==> config.mk <==
export PLATFORM = sky130hd
export DESIGN_NAME = vcount
export DESIGN_NICKNAME = d
export VERILOG_FILES = /design/src/rtl/vcount.sv
export SDC_FILE = /design/constraint.sdc
export NUM_CORES = 1
export LEC_CHECK = 0
export CAP_MARGIN = 20
export CORE_UTILIZATION = 40
export DETAILED_ROUTE_END_ITERATION = 8
export PLACE_DENSITY = 0.78
export SLEW_MARGIN = 20
export SYNTH_ARGS = -nofsm -noshare
export SYNTH_HDL_FRONTEND = slang
export SYNTH_SLANG_ARGS = --single-unit
==> constraint.sdc <==
create_clock -name Clock -period 1.2 [get_ports Clock]
set_input_delay 0.36 -clock Clock [delete_from_list [all_inputs] [get_ports Clock]]
set_output_delay 0.36 -clock Clock [all_outputs]
set_load 0.02 [all_outputs]
==> src/rtl/vcount.sv <==
// ---------------------------------------------------------------------------
// vcount -- vertical line counter for the VGA controller.
//
// A free-running counter that steps once per rising Clock edge (one edge is
// one horizontal line in the top level). It sweeps one full frame of
// V_TOTAL lines: display, front porch, sync pulse and back porch. It then
// wraps to 0. The current line is decoded into four mutually exclusive
// region flags.
//
// Ports:
//   Clock    in   rising-edge clock, one edge = one line
//   Clear    in   asynchronous active-high reset (forces Q = 0 at once)
//   Q        out  [WIDTH-1:0] current line number, 0 .. V_TOTAL-1 (registered)
//   R        out  high while Q is in the display region
//   R_S      out  high while Q is in the front porch
//   R_S_P    out  high while Q is in the sync pulse (active-high polarity)
//   R_S_P_Q  out  high while Q is in the back porch
//
// The flags are combinational decodes of the Q register and have no added
// latency. Consumers are expected to register them.
// ---------------------------------------------------------------------------
module vcount #(
  parameter int WIDTH     = 10,
  parameter int V_DISPLAY = 480,
  parameter int V_FRONT   = 10,
  parameter int V_SYNC    = 2,
  parameter int V_BACK    = 33
) (
  input  logic             Clock,
  input  logic             Clear,
  output logic [WIDTH-1:0] Q,
  output logic             R,
  output logic             R_S,
  output logic             R_S_P,
  output logic             R_S_P_Q
);

  localparam int V_TOTAL = V_DISPLAY + V_FRONT + V_SYNC + V_BACK;

  // Legality: every region needs at least one line, and the frame must fit
  // in the counter.
  if (V_DISPLAY < 1 || V_FRONT < 1 || V_SYNC < 1 || V_BACK < 1) begin : g_bad_region
    $error("vcount: every vertical region must be at least one line");
  end
  if (longint'(V_TOTAL) > (longint'(1) << WIDTH)) begin : g_bad_width
    $error("vcount: V_TOTAL does not fit in WIDTH bits");
  end

  // Region start lines. All of them are <= V_TOTAL-1, so they fit in WIDTH
  // bits even when V_TOTAL is exactly 2**WIDTH.
  localparam logic [WIDTH-1:0] FRONT_START = WIDTH'(V_DISPLAY);
  localparam logic [WIDTH-1:0] SYNC_START  = WIDTH'(V_DISPLAY + V_FRONT);
  localparam logic [WIDTH-1:0] BACK_START  = WIDTH'(V_DISPLAY + V_FRONT + V_SYNC);
  localparam logic [WIDTH-1:0] LAST_LINE   = WIDTH'(V_TOTAL - 1);

  // Line counter. The explicit wrap at LAST_LINE means values at or above
  // V_TOTAL can never be reached, even when WIDTH has spare range.
  always_ff @(posedge Clock or posedge Clear) begin
    if (Clear) begin
      Q <= '0;
    end else if (Q == LAST_LINE) begin
      Q <= '0;
    end else begin
      Q <= Q + WIDTH'(1);
    end
  end

  // Region decode. The regions tile 0 .. LAST_LINE, so exactly one flag is
  // high. The back-porch flag needs no upper bound because Q never passes
  // LAST_LINE.
  always_comb begin
    R       = (Q < FRONT_START);
    R_S     = (Q >= FRONT_START) && (Q < SYNC_START);
    R_S_P   = (Q >= SYNC_START)  && (Q < BACK_START);
    R_S_P_Q = (Q >= BACK_START);
  end

endmodule

Word-level counts from Yosys, hierarchy flattened
Index checks and enable logic that the tools add are counted.
{"block": "op_classes", "addsub": 1, "n_eq_ne": 1, "n_mux": 1, "order_cmp": 6, "n_reduce_logical": 2}
{"operator": "10-bit by 9-bit >= comparator with 1-bit output (second input constant)", "count": 3}
{"operator": "10-bit by 9-bit less-than comparator with 1-bit output (second input constant)", "count": 3}
{"operator": "10-bit by 1-bit adder with 10-bit output (second input constant)", "count": 1}
{"operator": "10-bit == test (second input constant)", "count": 1}
{"operator": "10-bit two-way mux", "count": 1}
{"operator": "1-bit logical AND", "count": 2}
{"block": "totals", "reg_bits": 10, "input_bits": 2, "out_inout_bits": 14}

Depth between registers and ports, before layout
Gate-level depths: netlist (run 1).
{"block": "depth", "depth_word": 2, "ltp_mapped": 5, "depth_no_buf": 5}

Least setup slack after synthesis (run 1)
No wires, ideal clock.
{"block": "synth_path", "path_type": "register to output", "startpoint": "register Q[7]", "endpoint": "output R_S", "path_stages_with_launch": 3, "path_buffers": 0, "slack_ps": -647, "arrival_time_ps": 1487, "t_required_ps": 840, "cell_sequence": "dfrtp_1 > nand4_2 > nor4b_1"}
{"block": "synth_between", "elab_chain_cells": 2, "word_cells_on_any_way": 3, "classes_between": "order compare: 2; reduce/logical: 1"}
{"item": "start: declaration", "line": "31", "source": "output logic [WIDTH-1:0] Q,"}
{"item": "start signal: assignment", "line": "64", "source": "Q <= Q + WIDTH'(1);"}
{"item": "10-bit by 9-bit >= comparator with 1-bit output / 10-bit by 9-bit less-than comparator with 1-bit output (equally long branches)", "line": "73", "source": "R_S = (Q >= FRONT_START) && (Q < SYNC_START);"}
{"item": "1-bit logical AND *", "line": "73"}
{"item": "end: declaration", "line": "33", "source": "output logic R_S,"}
Mark *: on every way between the ends. The rest lies on a longest branch, timed or not.

Worst setup path after layout (run 1)
{"block": "layout_path", "startpoint": "register Q[5]", "endpoint": "output R_S_P"}
{"block": "layout_between", "elab_chain_cells": 2, "word_cells_on_any_way": 3, "classes_between": "order compare: 2; reduce/logical: 1"}
{"item": "10-bit by 9-bit >= comparator with 1-bit output / 10-bit by 9-bit less-than comparator with 1-bit output (equally long branches)", "line": "74", "source": "R_S_P = (Q >= SYNC_START) && (Q < BACK_START);"}
{"item": "1-bit logical AND *", "line": "74"}
{"item": "end: declaration", "line": "34", "source": "output logic R_S_P,"}
Marked as above.

==> results by group, run 1 <==
Run status
  • Outcome: finished with violations
  • Failing checks: negative setup slack

Power and ir drop
  • Pwr Density: 514 nW/um^2
  • Peak supply drop: 377 uV
  • Leakage: 0.537 nW

Clock network
  • Max Buffers Root-to-Sink: 2
  • Worst-Skew Late Latency: 270 ps
  • Hold_buf cts: 0
  • H-tree depth: 1
  • CTS Buf Count: 3
  • Worst-path clk slew: 70 ps
  • CTS sink count: 10
  • Clk root buf: clkbuf_4
  • CTS tree: yes

Worst setup path
  • Worst Reg-to-Reg Cells: 6
  • WP depth: 3
  • Critical Path End Type: output port
  • Worst EP arrival: 1270 ps
  • CP peak stage delay: 410 ps
  • Slowest cell on the critical path: dfrtp_2
  • Origin of the worst setup path: Q[5]
  • Reg2reg setup slack: -380 ps
  • Worst path bufs/invs: 1
  • Worst r2r src: Q[6]
  • Startpoint Class: flip-flop
  • RR Endpoint: Q[2]
  • CP required: 840 ps
  • Worst setup path end: R_S_P
  • Top Family by Delay on Critical Path: simple AND/OR/NAND/NOR gates
  • Critical path cell sequence: nand4_4 -> nor4_4 -> buf_4
  • Type of the worst setup path: reg2out
  • Max FO, Critical Path: 4

Floorplan
  • Chip width: 39.4 um
  • Core area: 1300 um^2
  • IO Pins: 16
  • Die H: 39.4 um
  • Initial Utilization: 43.0%
  • Die area: 1550 um^2
  • Row count: 13

Global route
  • Tot GR Track Use: 25.2%
  • First-pass GRT wire length: 2400 um
  • Total global routing overflow: 0
  • Vias in the first global route: 540
  • Antenna violations before repair: 0
  • Largest net degree at the start of global routing: 11

Yosys
  • Synth area leader: dfrtp_1
  • Post-synth EDFFs: 0
  • Dominant synthesized flop cell: dfrtp_1
  • Flops & latches, synth: 10
  • Library cells used by synthesis: 29
  • Yosys top cell area share: 44.7%
  • Syn Area/Cell: 10.6 um^2
  • Warnings, synthesis: 0
  • Sequential fraction of the synthesis area: 44.7%
  • Synthesized netlist cell count: 53
  • Leading post-synthesis cells by cell area: dfrtp_1, xor2_1, xnor2_1
  • Syn nets: 57
  • Count leader, synth: dfrtp_1
  • Synthesized area: 559 um^2
  • Commonest cells in the netlist: dfrtp_1, nor2_1, xor2_1
  • Ys async rst share: 100%

Job
  • Maxcap violations: 0

Route
  • Initial DRC Count: 11
  • Final wirelength: 1970 um
  • Total number of vias: 590
  • Residual DRC: 0
  • Via-to-Cell Ratio: 5.13
  • DRT Pass-1 Iters: 4
  • Wire length per cell after detailed routing: 17.2 um
  • Post-route ant nets: 0

Final layout
  • Nets: 105
  • Share of layout cells above drive strength 1: 81.0%
  • Multi-input gate area: 418 um^2
  • Largest Register: Q
  • Reg area: 262 um^2
  • Max reg flops: 10
  • Core Util, Final: 90.1%
  • Top Registers: Q x10
  • Fillcell total: 51
  • Inserted Diodes: 0
  • Area growth, synth to finish: 110%

Placement
  • DP HPWL: 1120 um
  • Buffers on Ports: 15
  • GP Congestion: 0.757

STA
  • Setup violators final: 24
  • RSZ-0062 raised after global routing: true
  • Final Hold Vio Count: 0
  • Period utilization: 136%
  • Rel. slew slack: 73.1%
  • Minimum clock period: 1630 ps
  • Worst-margin pin slew: 403 ps
  • Setup Skew: 1.82 ps
  • Slew Viols, Final: 0
  • Post-Route Setup TNS: -5910 ps
  • Fin worst setup slack: -434 ps
  • Max Freq: 612 MHz

Hold path
  • Hold Crit Class: in2async
[cell families after synthesis]
group                      Yosys count  share of synthesized area [%]
adders and majority gates            2                           4.47
xor gates and xnor gates             7                           11.0
DFF                                 10                           44.7
buffers and inverters                5                           4.25
and+or+nand+nor                     23                           28.6
AOI/OAI and AO/OA                    6                           6.94
[worst min-delay path by stage]
stage | startpoint | slack, ps | cells past startpoint | end
2_1_floorplan | Clear | 200 | 1 | Q[3]
3_3_place_gp | Q[0] | 580 | 2 | Q[0]
3_5_place_dp | Q[0] | 590 | 2 | Q[0]
4_1_cts | Clear | 370 | 2 | Q[9]
5_1_grt | Clear | 400 | 2 | Q[6]
6_report | Clear | 370 | 2 | Q[3]
[worst reg2reg max path: cells and delay by family, from the launching register on]
family,cells,cell delay [ps]
buffers and inverters,3,460
and+or+nand+nor,3,580
DFF,1,430
[stage by stage]
step	hold slack (ps)	instance area [um^2]	cells	total power, W	setup WS (ps)
2_1_floorplan	200	642	53	0.000348	-237
3_5_place_dp	586	936	101	0.000353	-619
5_1_grt	404	1170	115	0.000631	-495
4_1_cts	375	1080	109	0.000593	-405
6_report	366	1170	115	0.000603	-434
3_3_place_gp	580	936	101	0.000353	-583
[cell usage in the layout, fill, tap and decap left out, types with 2 or more instances in the layout]
cell,instances
buf_6,25
buf_4,19
dfrtp_2,9
xor2_1,4
nor2_2,4
xnor2_1,3
a21oi_2,3
clkbuf_4,3
and3_4,2
nor4_4,2
ha_4,2
[per-layer routing]
metal	global-route usage, %	vias up	routed length (um)	share of wire (%)
met4	10.3	0	11	0.56
met2	43.8	20	1060	54
met5	0	-	0	0
li1	-	280	-	-
met3	6.82	2	67	3.4
met1	28.9	288	835	42
[cell type report]
cell class | count | share of cell area (%)
Timing Repair Buffer | 45 | 37.0
Multi-Input combinational cell | 38 | 35.6
Sequential cell | 10 | 22.3
Clock buffer | 4 | 2.24
Tap cell | 15 | 1.60
Inverter | 3 | 1.17
[power by group]
part	leakage [nW]	internal (W)	switching, W
Sequential	0.114	0.000337	0
Combinational	0.407	0.00000302	0.00000695
Clock	0.0150	0.000129	0.000128
[repair_timing]
action / 4_1_cts / 5_1_grt
buffers inserted: 5 / 9
endpoints found under the setup margin: 24 / 24
pin swaps: 12 / 5
cloned: 0 / 0
resized for setup: 97 / 20
Note: power is estimated with default switching activity, not from simulation.
==> run 2, diff against run 1 <==
--- a/config.mk
+++ b/config.mk
@@ -9,6 +9,7 @@
 export CORE_UTILIZATION = 40
 export DETAILED_ROUTE_END_ITERATION = 8
 export PLACE_DENSITY = 0.78
+export SKIP_CTS_REPAIR_TIMING = 1
 export SLEW_MARGIN = 20
 export SYNTH_ARGS = -nofsm -noshare
 export SYNTH_HDL_FRONTEND = slang
==> run 2 against run 1 <==
Effect of this change: the flow still finishes with violations (negative setup slack); worst setup slack got worse by 9.2 ps; power up 0.30%; clock skew rose by 1.3 ps; count of clock-buffer cells in the layout unchanged; wire length is 8.8% lower; flip-flop and latch count is the same; die area unchanged; utilization shrank 1.5 points; critical path depth stayed put; cell count down 1.7%; critical endpoint is now R_S.
==> results by group, run 2 (same netlist as run 1, synthesis figures left out) <==
Run status
  • Outcome: finished with violations
  • Failing checks: negative setup slack

STA
  • Setup Skew: 3.14 ps (+1.33 ps)
  • Final hold slack: 365 ps (-1.24 ps)
  • Setup violators final: 24 (unchanged)
  • Rel. slew slack: 73.0% (-0.15 points)
  • RSZ-0062 raised after global routing: true
  • Slew Viols, Final: 0 (unchanged)
  • Max Freq: 608 MHz (-0.56%)
  • Final Hold Vio Count: 0 (unchanged)
  • Worst-margin pin slew: 405 ps (+2.27 ps)
  • Fin worst setup slack: -443 ps (-9.21 ps)
  • Period utilization: 137% (+0.77 points)
  • Minimum clock period: 1640 ps (+9.21 ps)

Global route
  • Total global routing overflow: 0 (unchanged)
  • Tot GR Track Use: 21.8% (-3.4 points)
  • First-pass GRT wire length: 2140 um (-11%)
  • Antenna violations before repair: 0 (unchanged)
  • Vias in the first global route: 501 (-7.2%)
  • Largest net degree at the start of global routing: 11 (unchanged)

Worst setup path
  • Worst EP arrival: 1280 ps (about the same)
  • Max FO, Critical Path: 4 (unchanged)
  • Type of the worst setup path: reg2out
  • Critical Path End Type: output port
  • CP required: 840 ps (about the same)
  • Startpoint Class: flip-flop

Clock network
  • Worst-path clk slew: 70 ps (about the same)
  • H-tree depth: 1 (unchanged)
  • Worst-Skew Late Latency: 270 ps (about the same)
  • CTS Buf Count: 3 (unchanged)
  • Max Buffers Root-to-Sink: 2 (unchanged)
  • CTS sink count: 10 (unchanged)
  • Clk root buf: clkbuf_4
  • CTS tree: yes

Route
  • Via-to-Cell Ratio: 5.01 (-2.4%)
  • Post-route ant nets: 0 (unchanged)
  • Final wirelength: 1800 um (-8.8%)
  • Residual DRC: 0 (unchanged)
  • Total number of vias: 566 (-4.1%)
  • DRT Pass-1 Iters: 2 (-2)
  • Initial DRC Count: 6 (-5)
  • Wire length per cell after detailed routing: 15.9 um (-7.2%)

Final layout
  • Most common cell after layout, fill and taps aside: buf_6
  • Max reg flops: 10 (unchanged)
  • Largest Register: Q
  • Top Registers: Q x10
  • Nets: 103 (-1.9%)
  • Share of layout cells above drive strength 1: 79.6% (-1.4 points)
  • Inserted Diodes: 0 (unchanged)
  • Commonest non-fill, non-tap cells in the layout: buf_6, buf_4, dfrtp_2, xor2_1, nor2_2
  • Area growth, synth to finish: 106%
  • Final non-filler cell total: 113 (-1.7%)

Job
  • Maxcap violations: 0 (unchanged)

Power and ir drop
  • Leakage: 0.530 nW (-1.3%)
  • Total power: 0.000605 W (+0.30%)
  • Pwr Density: 525 nW/um^2 (+2.0%)
  • Peak supply drop: 587 uV (+56%)

Floorplan
  • Die area: 1550 um^2 (unchanged)
  • Die H: 39.4 um (unchanged)
  • IO Pins: 16 (unchanged)
  • Core area: 1300 um^2 (unchanged)
  • Row count: 13 (unchanged)
  • Initial Utilization: 43.0% (unchanged)
  • Chip width: 39.4 um (unchanged)

Placement
  • Placed insts: 101 (unchanged)
  • GP Congestion: 0.757 (unchanged)
  • Buffers on Ports: 15 (unchanged)
  • DP HPWL: 1120 um (unchanged)

Hold path
  • Hold Crit Class: in2async
run 2: cell type report:
| class | count | area (um^2) |
|---|---|---|
| clock buffer | 4 | 26.3 |
| timing repair buffer | 43 | 415 |
| sequential | 10 | 262 |
| tap | 15 | 18.8 |
| fill | 60 | 149 |
| inverter | 3 | 13.8 |
| multi-input combinational | 38 | 417 |
run 2: where the power goes:
part	leakage [nW]	internal [W]	switching (W)
clock	0.0150	0.000129	0.000129
sequential	0.114	0.000337	0
combinational	0.400	0.00000302	0.00000698
total	0.530	0.000469	0.000136
run 2: critical path: stages, from the launching register on:
cell,delay (ps)
dfrtp_2,410
nand4_4,150
nor4b_4,270
buf_4,180
run 2: worst paths after layout:
| check | startpoint | end | slack, ps | depth (start not counted) |
|---|---|---|---|---|
| max | Q[7] | R_S | -440 | 3 |
| min | Clear | Q[6] | 370 | 2 |
| max reg2reg | Q[1] | Q[4] | -400 | 8 |
| min reg2reg | Q[0] | Q[0] | 620 | 2 |
| max in group asynchronous | Clear | Q[0] | 520 | 2 |
| min in group Clock | Q[0] | Q[0] | 620 | 2 |
run 2: per-stage QoR:
step	area [um^2]	TNS, ps	worst slack [ps]	utilization (%)
finish	1150	-6080	-443	88.6
global placement	936	-7210	-583	71.9
CTS	962	-11980	-912	73.9
global route	1150	-7200	-539	88.6
detailed placement	936	-7780	-619	71.9
floorplan	642	-1790	-237	-
run 2: layer usage:
metal,global-route usage [%],vias to the layer above,routed length (um)
li1,-,275,-
met2,35.4,11,889
met4,10.3,0,57
met5,0,-,0
met3,5.11,6,37
met1,27.0,274,816
==> run 3, diff against run 2 <==
--- a/config.mk
+++ b/config.mk
@@ -9,6 +9,7 @@
 export CORE_UTILIZATION = 40
 export DETAILED_ROUTE_END_ITERATION = 8
 export PLACE_DENSITY = 0.78
+export SETUP_SLACK_MARGIN = 0.05
 export SKIP_CTS_REPAIR_TIMING = 1
 export SLEW_MARGIN = 20
 export SYNTH_ARGS = -nofsm -noshare
==> run 3 against run 2 <==
Effect of this change: hold slack worse by 11 ps; sequential power barely moved; cell count fell by 0.88%; clock skew grew 6.9 ps; wire length is 3.1% lower; combinational power about the same; worst setup slack improved by 7.6 ps; clock power is 24% higher; via count increased by 3.0%; non-clock buffer count fell by 1; global-route usage decreased by 1.9 points; the run still ends with negative setup slack left; die area is the same; largest cell class unchanged.
==> results by group, run 3 (same netlist as run 1, synthesis figures left out) <==
Run status
  • Outcome: finished with violations
  • Failing checks: negative setup slack

STA
  • Setup violators final: 24 (unchanged)
  • RSZ-0062 raised after global routing: true
  • Max Freq: 611 MHz (+0.47%)
  • Final Hold Vio Count: 0 (unchanged)
  • Minimum clock period: 1640 ps (-7.64 ps)
  • Period utilization: 136% (-0.64 points)
  • Post-Route Setup TNS: -5230 ps (+857 ps)
  • Setup Skew: 10.1 ps (+6.95 ps)
  • Fin worst setup slack: -436 ps (+7.64 ps)
  • Rel. slew slack: 74.1% (+1.1 points)
  • Worst-margin pin slew: 388 ps (-16.5 ps)
  • Slew Viols, Final: 0 (unchanged)

Global route
  • Tot GR Track Use: 20.0% (-1.9 points)
  • Total global routing overflow: 0 (unchanged)
  • Largest net degree at the start of global routing: 11 (unchanged)
  • Vias in the first global route: 487 (-2.8%)
  • Antenna violations before repair: 0 (unchanged)
  • First-pass GRT wire length: 2080 um (-2.6%)

Final layout
  • Inserted Diodes: 0 (unchanged)
  • Max reg flops: 10 (unchanged)
  • Commonest non-fill, non-tap cells in the layout: buf_6, buf_4, dfrtp_2, xor2_1
  • Nets: 102 (-0.97%)
  • Share of layout cells above drive strength 1: 80.4% (+0.82 points)
  • Area growth, synth to finish: 106%
  • Fillcell total: 50 (-17%)
  • Top Registers: Q x10
  • Most common cell after layout, fill and taps aside: buf_6
  • Largest Register: Q

Power and ir drop
  • Clock power frac: 48.1% (+5.4 points)
  • Peak supply drop: 605 uV (+3.0%)
  • Total power: 0.000668 W (+10%)
  • Pwr Density: 578 nW/um^2 (+10%)
  • P_sw: 0.000143 W (+5.2%)
  • Leakage: 0.506 nW (-4.4%)
  • Switching Share: 21.5% (-1.1 points)
  • Sequential power share: 50.4% (-5.2 points)
  • Pint: 0.000524 W (+12%)
  • Combinational power share: 1.5% (-0.2 points)

Worst setup path
  • Worst path bufs/invs: 1 (unchanged)
  • Critical path cell sequence: nand4_4 -> nor4b_4 -> buf_4
  • Worst EP arrival: 1280 ps (about the same)
  • Startpoint Class: flip-flop
  • Critical Path End Type: output port
  • Type of the worst setup path: reg2out
  • CP required: 840 ps (about the same)
  • Max FO, Critical Path: 4 (unchanged)
  • Top Family by Delay on Critical Path: simple AND/OR/NAND/NOR gates
  • CP peak stage delay: 410 ps (about the same)
  • Slowest cell on the critical path: dfrtp_2

Route
  • Final wirelength: 1750 um (-3.1%)
  • DRT Pass-1 Iters: 5 (+3)
  • Via-to-Cell Ratio: 5.21 (+3.9%)
  • Total number of vias: 583 (+3.0%)
  • Post-route ant nets: 0 (unchanged)
  • Wire length per cell after detailed routing: 15.6 um (-2.2%)
  • Initial DRC Count: 7 (+1)
  • Residual DRC: 0 (unchanged)

Clock network
  • H-tree depth: 1 (unchanged)
  • Worst-path clk slew: 80 ps (about the same)
  • Worst-Skew Late Latency: 280 ps (about the same)
  • Max Buffers Root-to-Sink: 2 (unchanged)
  • CTS tree: yes
  • CTS sink count: 10 (unchanged)
  • CTS Buf Count: 3 (unchanged)
  • Clk root buf: clkbuf_4

Floorplan
  • Row count: 13 (unchanged)
  • IO Pins: 16 (unchanged)
  • Initial Utilization: 43.0% (unchanged)
  • Core area: 1300 um^2 (unchanged)
  • Die area: 1550 um^2 (unchanged)
  • Die H: 39.4 um (unchanged)
  • Chip width: 39.4 um (unchanged)

Job
  • Maxcap violations: 0 (unchanged)

Placement
  • GP Congestion: 0.782 (+3.3%)
  • Buffers on Ports: 15 (unchanged)

Hold path
  • Hold Crit Class: in2async
-- run 3: final timing paths --
path                            start    to  slack [ps]  depth (start not counted)
min in group Clock               Q[0]  Q[0]         510                          1
worst max register to register   Q[1]  Q[9]        -310                          7
max in group asynchronous       Clear  Q[7]         540                          2
worst max-delay path             Q[5]   R_S        -440                          3
worst min register to register   Q[0]  Q[0]         510                          1
worst min-delay path            Clear  Q[3]         350                          2
-- run 3: cell type report --
type                            instances  area (um^2)  share of cell area (%)
Clock buffer                            4         36.3                    3.14
Inverter                                3         13.8                    1.19
Multi-Input combinational cell         38          428                    37.1
Sequential cell                        10          262                    22.6
Tap cell                               15         18.8                    1.63
Timing Repair Buffer                   42          397                    34.3
-- run 3: per-stage QoR --
step                util (%)  std cells  hold slack, ps  worst slack [ps]  area [um^2]
floorplan                  -         53             200              -237          642
global placement        70.8         99             476              -586          921
detailed placement      70.8         99             478              -634          921
CTS                     73.6        103             382              -924          957
global route            88.8        112             409              -485         1150
finish                  88.8        112             354              -436         1150
-- run 3: power groups by stage --
stage                       logic, W  registers, W  clock network [W]
after floorplan           0.00000517      0.000343                  0
after global routing       0.0000118      0.000336           0.000340
final                     0.00000979      0.000337           0.000321
after global placement     0.0000101      0.000343                  0
after CTS                  0.0000103      0.000337           0.000305
after detailed placement   0.0000103      0.000343                  0
-- run 3: layer usage --
layer	wire length (um)	global-route usage (%)	vias to the layer above
met5	0	0	-
met4	13	5.17	0
met3	41	3.41	2
met2	917	33.8	12
met1	773	26.0	295
li1	-	-	274
